[config.mk]
export PLATFORM = sky130hd
export DESIGN_NAME = uart_rx_mem_writer
export DESIGN_NICKNAME = d
export VERILOG_FILES = /design/src/rtl/uart_rx_mem_writer.sv
export SDC_FILE = /design/constraint.sdc
export NUM_CORES = 1
export LEC_CHECK = 0
export ABC_AREA = 1
export CORE_MARGIN = 1
export CORE_UTILIZATION = 55
export DETAILED_ROUTE_END_ITERATION = 7
export GPL_ROUTABILITY_DRIVEN = 0
export PLACE_DENSITY_LB_ADDON = 0.2
export SYNTH_ARGS = -nofsm -noshare
export SYNTH_HDL_FRONTEND = slang
export SYNTH_SLANG_ARGS = --single-unit
export TNS_END_PERCENT = 1
[constraint.sdc]
create_clock -name clk -period 2.3 [get_ports clk]
set_input_delay 0.46 -clock clk [delete_from_list [all_inputs] [get_ports clk]]
set_output_delay 0.46 -clock clk [all_outputs]
set_load 0.005 [all_outputs]
[src/rtl/uart_rx_mem_writer.sv]
// rtl/uart_rx_mem_writer.sv - 8N1 UART receiver that writes good bytes into a circular byte memory
// Optional UART_RX_PARITY_EN selects 8E1 framing with a PARITY state ahead of STOP.
module uart_rx_mem_writer #(
  parameter int DIV        = 27,
  parameter int OVERSAMPLE = 16,
  parameter int ADDR_W     = 4
) (
  input  logic              clk,
  input  logic              rst,
  input  logic              line,
  input  logic [ADDR_W-1:0] rd_addr,
  output logic [7:0]        rd_data,
  output logic [7:0]        data_recorded,
  output logic              rx_valid,
  output logic              frame_err,
  output logic [ADDR_W-1:0] wr_addr,
  output logic [ADDR_W:0]   byte_count,
  output logic              overrun,
  input  logic              ovr_clr
);

  localparam int DEPTH = 2 ** ADDR_W;
  localparam int DW    = (DIV > 1) ? $clog2(DIV) : 1;
  localparam int OW    = (OVERSAMPLE > 1) ? $clog2(OVERSAMPLE) : 1;
  localparam logic [DW-1:0]   DIV_LAST = DW'(DIV - 1);
  localparam logic [OW-1:0]   OS_LAST  = OW'(OVERSAMPLE - 1);
  localparam logic [OW-1:0]   OS_MID   = OW'(OVERSAMPLE / 2 - 1);
  localparam logic [ADDR_W:0] FULL     = (ADDR_W + 1)'(DEPTH);

`ifdef UART_RX_PARITY_EN
  typedef enum logic [2:0] {IDLE, START, DATA, STOP, BREAK, PARITY} state_t;
`else
  typedef enum logic [2:0] {IDLE, START, DATA, STOP, BREAK} state_t;
`endif

  state_t state_q, state_d;

  logic          sync1, sync2, ls_d;
  logic          ls;
  logic [DW-1:0] div_cnt;
  logic [OW-1:0] os_cnt;
  logic          tick, mid, start_det;
  logic [2:0]    bit_idx;
  logic [7:0]    shift;
  logic          shift_en, good, bad;
  logic [7:0]    mem [DEPTH];

  // ls_d holds the previous synchronised sample for start-edge detection
  always_ff @(posedge clk) begin
    if (rst) begin
      sync1 <= 1'b1;
      sync2 <= 1'b1;
      ls_d  <= 1'b1;
    end else begin
      sync1 <= line;
      sync2 <= sync1;
      ls_d  <= sync2;
    end
  end

  assign ls        = sync2;
  assign start_det = (state_q == IDLE) && ls_d && !ls;
  assign tick      = (div_cnt == DIV_LAST);
  assign mid       = tick && (os_cnt == OS_MID);

  always_ff @(posedge clk) begin
    if (rst || start_det) begin
      div_cnt <= '0;
      os_cnt  <= '0;
    end else begin
      div_cnt <= tick ? '0 : div_cnt + 1'b1;
      if (tick) os_cnt <= (os_cnt == OS_LAST) ? '0 : os_cnt + 1'b1;
    end
  end

  always_ff @(posedge clk) begin
    if (rst) state_q <= IDLE;
    else     state_q <= state_d;
  end

  always_comb begin
    state_d = state_q;
    case (state_q)
      IDLE:  if (start_det) state_d = START;
      START: if (mid) state_d = ls ? IDLE : DATA;
`ifdef UART_RX_PARITY_EN
      DATA:   if (mid && bit_idx == 3'd7) state_d = PARITY;
      PARITY: if (mid) state_d = STOP;
`else
      DATA:   if (mid && bit_idx == 3'd7) state_d = STOP;
`endif
      STOP:  if (mid) state_d = ls ? IDLE : BREAK;
      BREAK: if (ls) state_d = IDLE;
      default: state_d = IDLE;
    endcase
  end

`ifdef UART_RX_PARITY_EN
  logic par_en, par_err;

  always_comb begin
    shift_en = (state_q == DATA) && mid;
    par_en   = (state_q == PARITY) && mid;
    good     = (state_q == STOP) && mid && ls && !par_err;
    bad      = (state_q == STOP) && mid && (!ls || par_err);
  end

  // Even parity: data bits plus parity bit must XOR to zero
  always_ff @(posedge clk) begin
    if (rst || start_det) par_err <= 1'b0;
    else if (par_en)      par_err <= ^{shift, ls};
  end
`else
  always_comb begin
    shift_en = (state_q == DATA) && mid;
    good     = (state_q == STOP) && mid && ls;
    bad      = (state_q == STOP) && mid && !ls;
  end
`endif

  always_ff @(posedge clk) begin
    if (rst || start_det) begin
      bit_idx <= '0;
      shift   <= '0;
    end else if (shift_en) begin
      bit_idx <= bit_idx + 1'b1;
      shift   <= {ls, shift[7:1]};
    end
  end

  always_ff @(posedge clk) begin
    if (rst) begin
      rx_valid      <= 1'b0;
      frame_err     <= 1'b0;
      data_recorded <= '0;
      wr_addr       <= '0;
      byte_count    <= '0;
      overrun       <= 1'b0;
    end else begin
      rx_valid  <= good;
      frame_err <= bad;
      if (good) begin
        data_recorded <= shift;
        wr_addr       <= wr_addr + 1'b1;
        if (byte_count != FULL) byte_count <= byte_count + 1'b1;
      end
      // A write into a full buffer outranks a simultaneous clear
      if (good && byte_count == FULL) overrun <= 1'b1;
      else if (ovr_clr)               overrun <= 1'b0;
    end
  end

  always_ff @(posedge clk) begin
    if (good) mem[wr_addr] <= shift;
  end

  always_ff @(posedge clk) begin
    if (rst) rd_data <= '0;
    else     rd_data <= mem[rd_addr];
  end

endmodule

# After elaboration in Yosys (flattened, before gate mapping)
# Memories as Yosys holds them, arrays and structs flattened. A register that Yosys moved wholly into a read port is not among the register bits.
# Cells that the tools add are included.
[word_totals]
reg_bits = 46
mem_count = 1
in_bits = 8
output_inout_bits = 28
ramBits = 128
wordCells = 64
[memory_table]
columns = ["memory", "words", "width", "rd", "rd_clocked_by_memory_dff", "wr", "line", "text"]
rows = [
  ["mem", 16, 8, 1, 1, 1, "46", "logic [7:0] mem [DEPTH];"],
]
[classes]
eq_ne = 15
n_addsub = 5
mux = 13
n_reduce_logical = 16
[op_table]
columns = ["cell", "n"]
rows = [
  ["$mux 3", 6],
  ["$pmux 3 s5", 1],
  ["$add 5x1->5 const B", 2],
  ["$eq 5x5->1 const B", 2],
  ["$ne 2x2->1 const B", 5],
  ["$logic_and 1x1->1", 9],
  ["$add 4x1->4 const B", 2],
  ["$eq 3x2->1 const B", 2],
  ["$eq 3x3->1 const B", 2],
  ["$ne 5x5->1 const B", 1],
  ["$reduce_and 5->1", 1],
  ["$eq 4x3->1 const B", 1],
  ["$eq 4x4->1 const B", 1],
  ["$mux 1", 4],
  ["$mux 4", 1],
  ["$add 3x1->3 const B", 1],
  ["$eq 3x1->1 const B", 1],
  ["$logic_not 3->1", 1],
  ["$mux 2", 1],
  ["$reduce_and 2->1", 1],
  ["$reduce_bool 2->1", 1],
  ["$reduce_or 2->1", 1],
  ["$logic_not 1->1", 1],
  ["$logic_or 1x1->1", 1],
]

# Depth between registers and ports, before layout
# Gate-level depths: netlist of the first run.
[depth]
depth_word = 6
mapped_depth = 10
ltp_nobuf = 10

# Least setup slack after synthesis of the first run
# Ideal clock, no wire load.
[synth_path]
path_kind = "register -> register"
startpoint = "register div_cnt[0]"
endpoint = "memory mem[0][0], enable pin"
arrival_ps = 1587
path_stages_with_launch = 10
setup_ps = 370
slack_ps = 342
n_path_buf = 1
synth_period_minus_slack_ps = 1958
required_time_ps = 1930
cell_sequence = "dfxtp_1 > inv_1 > ha_1 > nand4_4 > nor2_4 > nand3_1 > inv_2 > buf_6 > nand2_4 > nor2_1"
[synth_between]
elab_chain_len = 6
[synth_rtl]
columns = ["element", "line", "text"]
rows = [
  ["from (decl)", "40", "logic [DW-1:0] div_cnt;"],
  ["from (signal assigned)", "71", "div_cnt <= tick ? '0 : div_cnt + 1'b1;"],
  ["$eq 5x5->1", "63", "assign tick = (div_cnt == DIV_LAST);"],
  ["$logic_and 1x1->1", "64", "assign mid = tick && (os_cnt == OS_MID);"],
  ["$logic_and 1x1->1 (2 in a row)", "116", "good = (state_q == STOP) && mid && ls;"],
  ["$mux 1", "154", "if (good) mem[wr_addr] <= shift;"],
  ["$mux 1 (implied by the code)", "154", ""],
  ["to (decl)", "46", ""],
]
# Every way passes these cells.

# Worst setup path in the final report of the first run
[layout_path]
startpoint = "register div_cnt[0]"
endpoint = "memory mem[7][0], enable pin"
# The elaborated chain is that of the path after synthesis.

==> results.sh, run 1 <==
export IMPL_finClkSkew_ps=8.12
export IMPL_die_h_um=117
export IMPL_rsz0062_at_grt="false"
export IMPL_ant_nets=0
export IMPL_synth_cells=680
export IMPL_critical_path_buf_inv_count=3
export IMPL_crit_reg2reg_launch="div_cnt[0]"
export IMPL_cp_depth=9
export IMPL_path_max_fanout=13
export IMPL_fin_cells=917
export IMPL_synth_area_top_cells="edfxtp_1 52%, dfxtp_1 15%, nor2_1 7.1%"
export IMPL_crit_path_end="mem[7][0]"
export IMPL_finalCritPeriodShare=0.905
export IMPL_synth_top_area_share=0.524
export IMPL_pre_cts_ws_ps=166
export IMPL_tritoncts="yes"
export IMPL_clk_path_buf_depth=2
export IMPL_r2r_cells=9
export IMPL_clk_latency_ps=420
export IMPL_fin_crit_ps=2080
export IMPL_clockRootBuffer="clkbuf_16"
export IMPL_ys_types=34
export IMPL_htree_levels=4
export IMPL_port_buffers=35
export IMPL_drv_cap=0
export IMPL_finalSetupTns_ps=0
export IMPL_grt_pass1_wl_um=26600
export IMPL_vias_per_cell=5.63
export IMPL_slew_headroom=0.459
export IMPL_max_freq_mhz=480
export IMPL_numCtsBuffers=17
export IMPL_die_area_um2=13800
export IMPL_powerDensity_nw_per_um2=782
export IMPL_seq_area_frac_synth=0.672
export IMPL_syn_area_um2=7330
export IMPL_drt_total_wl_um=16500
export IMPL_hold_path_startpoint="sync1"
export IMPL_worstSetupPathType="reg2reg"
export IMPL_worst_path_dominant_cell_family="simple AND/OR/NAND/NOR gates"
export IMPL_cp_required_ps=2420
export IMPL_worst_path_max_delay_cell="dfxtp_1"
export IMPL_timing_final_hold_violations=0
export IMPL_reg2reg_slack_ps=220
export IMPL_cts_sinks=182
export IMPL_drc=0
export IMPL_synth_largest_area_cell="edfxtp_1"
export IMPL_cts_resized=0
export IMPL_hpwl_um=10900
export IMPL_wl_per_cell_um=18.0
export IMPL_overflow=0
export IMPL_worstHoldPathType="reg2reg"
export IMPL_final_common_cell="nor2_1"
export IMPL_leakagePower_nw=2.83
export IMPL_num_nets_final=751
export IMPL_n_antenna_cell=0
export IMPL_synth_nets=699
export IMPL_synth_seq_cells=182
export IMPL_worstSetupStartpoint="div_cnt[0]"
export IMPL_slew_violations=0
export IMPL_start_util=0.572
export IMPL_antenna_found_initial=0
export IMPL_yosysWarningCount=0
export IMPL_end_kind="flip-flop"
export IMPL_setup_ws_ps=218
export IMPL_synth_edf_count=128
export IMPL_drive_gt1_frac=0.103
export IMPL_critical_path_max_stage_delay_ps=330
export IMPL_status="finished clean"
export IMPL_boundaryPins=36
export IMPL_final_cell_mix="139 x nor2_1, 128 x edfxtp_1, 84 x o21ai_0, 56 x nand2_1, 54 x dfxtp_1"
export IMPL_drtIter0Drc=445
export IMPL_post_place_cells=885
export IMPL_crit_chain="inv_1 -> ha_1 -> nand4_4 -> nor2_4 -> nand3_1 -> inv_4 -> nand2_1 -> nor2_1 -> buf_4"
export IMPL_core_area_um2=12800
export IMPL_clkTransAtPathRegs_ps=60
export IMPL_start_kind="flip-flop"
export IMPL_grt_max_degree=49
export IMPL_gr_usage_all_layers=0.252
export IMPL_area_growth_pct=16.7
export IMPL_first_pass_iters=5
export IMPL_rows=41
export IMPL_cp_arrival_ps=2200
export IMPL_setup_viol=0
export IMPL_cts_hold_buf=0
export IMPL_r2r_end="mem[7][0]"
export IMPL_async_flop_share=0
export IMPL_die_x_um=117
export IMPL_via_count=5160
export IMPL_cts_setup_buffers=0
export IMPL_syn_area_per_cell_um2=10.8
export IMPL_ys_flop_type="edfxtp_1"
export IMPL_peakVddDrop_uv=356
export IMPL_grt_pass1_vias=5151
export IMPL_worstMarginPinSlew_ps=811
[worst reg2reg max path, stage by stage (launching register included)]
cell and delay (ps):
dfxtp_1 330, inv_1 60, ha_1 210, nand4_4 170, nor2_4 150, nand3_1 170
inv_4 200, nand2_1 130, nor2_1 140, buf_4 210
[where the power goes]
part	internal, mW	total, mW	switching, mW
sequential	3.49	3.52	0.0205
combinational	0.138	0.391	0.253
clock	1.65	2.78	1.14
[final cells by class]
cell class	instances	area [um^2]
sequential	182	4920
fill	987	4270
multi-input combinational	421	2070
timing repair buffer	65	608
clock buffer	22	464
tap	172	215
inverter	45	173
clock inverter	10	104
[registers in the layout, indices dropped and copies added (netlist names), 4 cells and up]
signal         cells
byte_count         5
data_recorded      8
div_cnt            5
mem              128
os_cnt             4
rd_data            8
shift              8
wr_addr            4
[cells by family (layout without fill, tap and decap cells)]
family          count (synthesis)  count (layout)  share of synthesized area
fa+ha+maj                      11              11                     0.0188
flops                         182             182                      0.672
simple gates                  257             257                      0.151
buf+inv                        77             142                     0.0459
compound gates                146             146                      0.104
xor+xnor                        7               7                    0.00836
[Yosys cell counts (all sizes together), types with 2 or more instances]
cell,count
nor2,144
edfxtp,128
o21ai,86
nand2,59
dfxtp,54
a21oi,49
inv,44
nand3,43
buf,21
clkbuf,11
ha,11
o211ai,10
or2,5
xor2,5
nand4,3
nor3,2
xnor2,2
[per-stage QoR]
| step | area (um^2) | total power [mW] | hold slack (ps) | util |
|---|---|---|---|---|
| final | 8560 | 6.69 | 408 | 0.667 |
| after floorplan | 7330 | 3.85 | 389 | - |
| after CTS | 8560 | 6.72 | 412 | 0.667 |
| after detailed placement | 7990 | 3.97 | 397 | 0.623 |
| after global placement | 7990 | 3.95 | 392 | 0.623 |
| after global routing | 8560 | 6.90 | 428 | 0.667 |
[layer usage]
layer	track usage	vias up	part of all wire
met5	0	-	0
met4	0.116	0	0.025
li1	-	2436	-
met3	0.0446	32	0.076
met2	0.406	217	0.48
met1	0.336	2475	0.42
[how the worst min path moves through the flow]
| stage | cells past startpoint | end |
|---|---|---|
| 5_1_grt | 1 | ls |
| 6_report | 1 | ls |
| 3_5_place_dp | 1 | ls |
| 4_1_cts | 1 | ls |
| 3_3_place_gp | 1 | ls |
| 2_1_floorplan | 1 | ls |
No activity file was read; power rests on OpenSTA's default activity.
==> run 2, diff against run 1 <==
Settings changed: CAP_MARGIN set to 20.
==> results of run 2 <==
The final DEF is identical to that of run 1; final timing and power are the same.
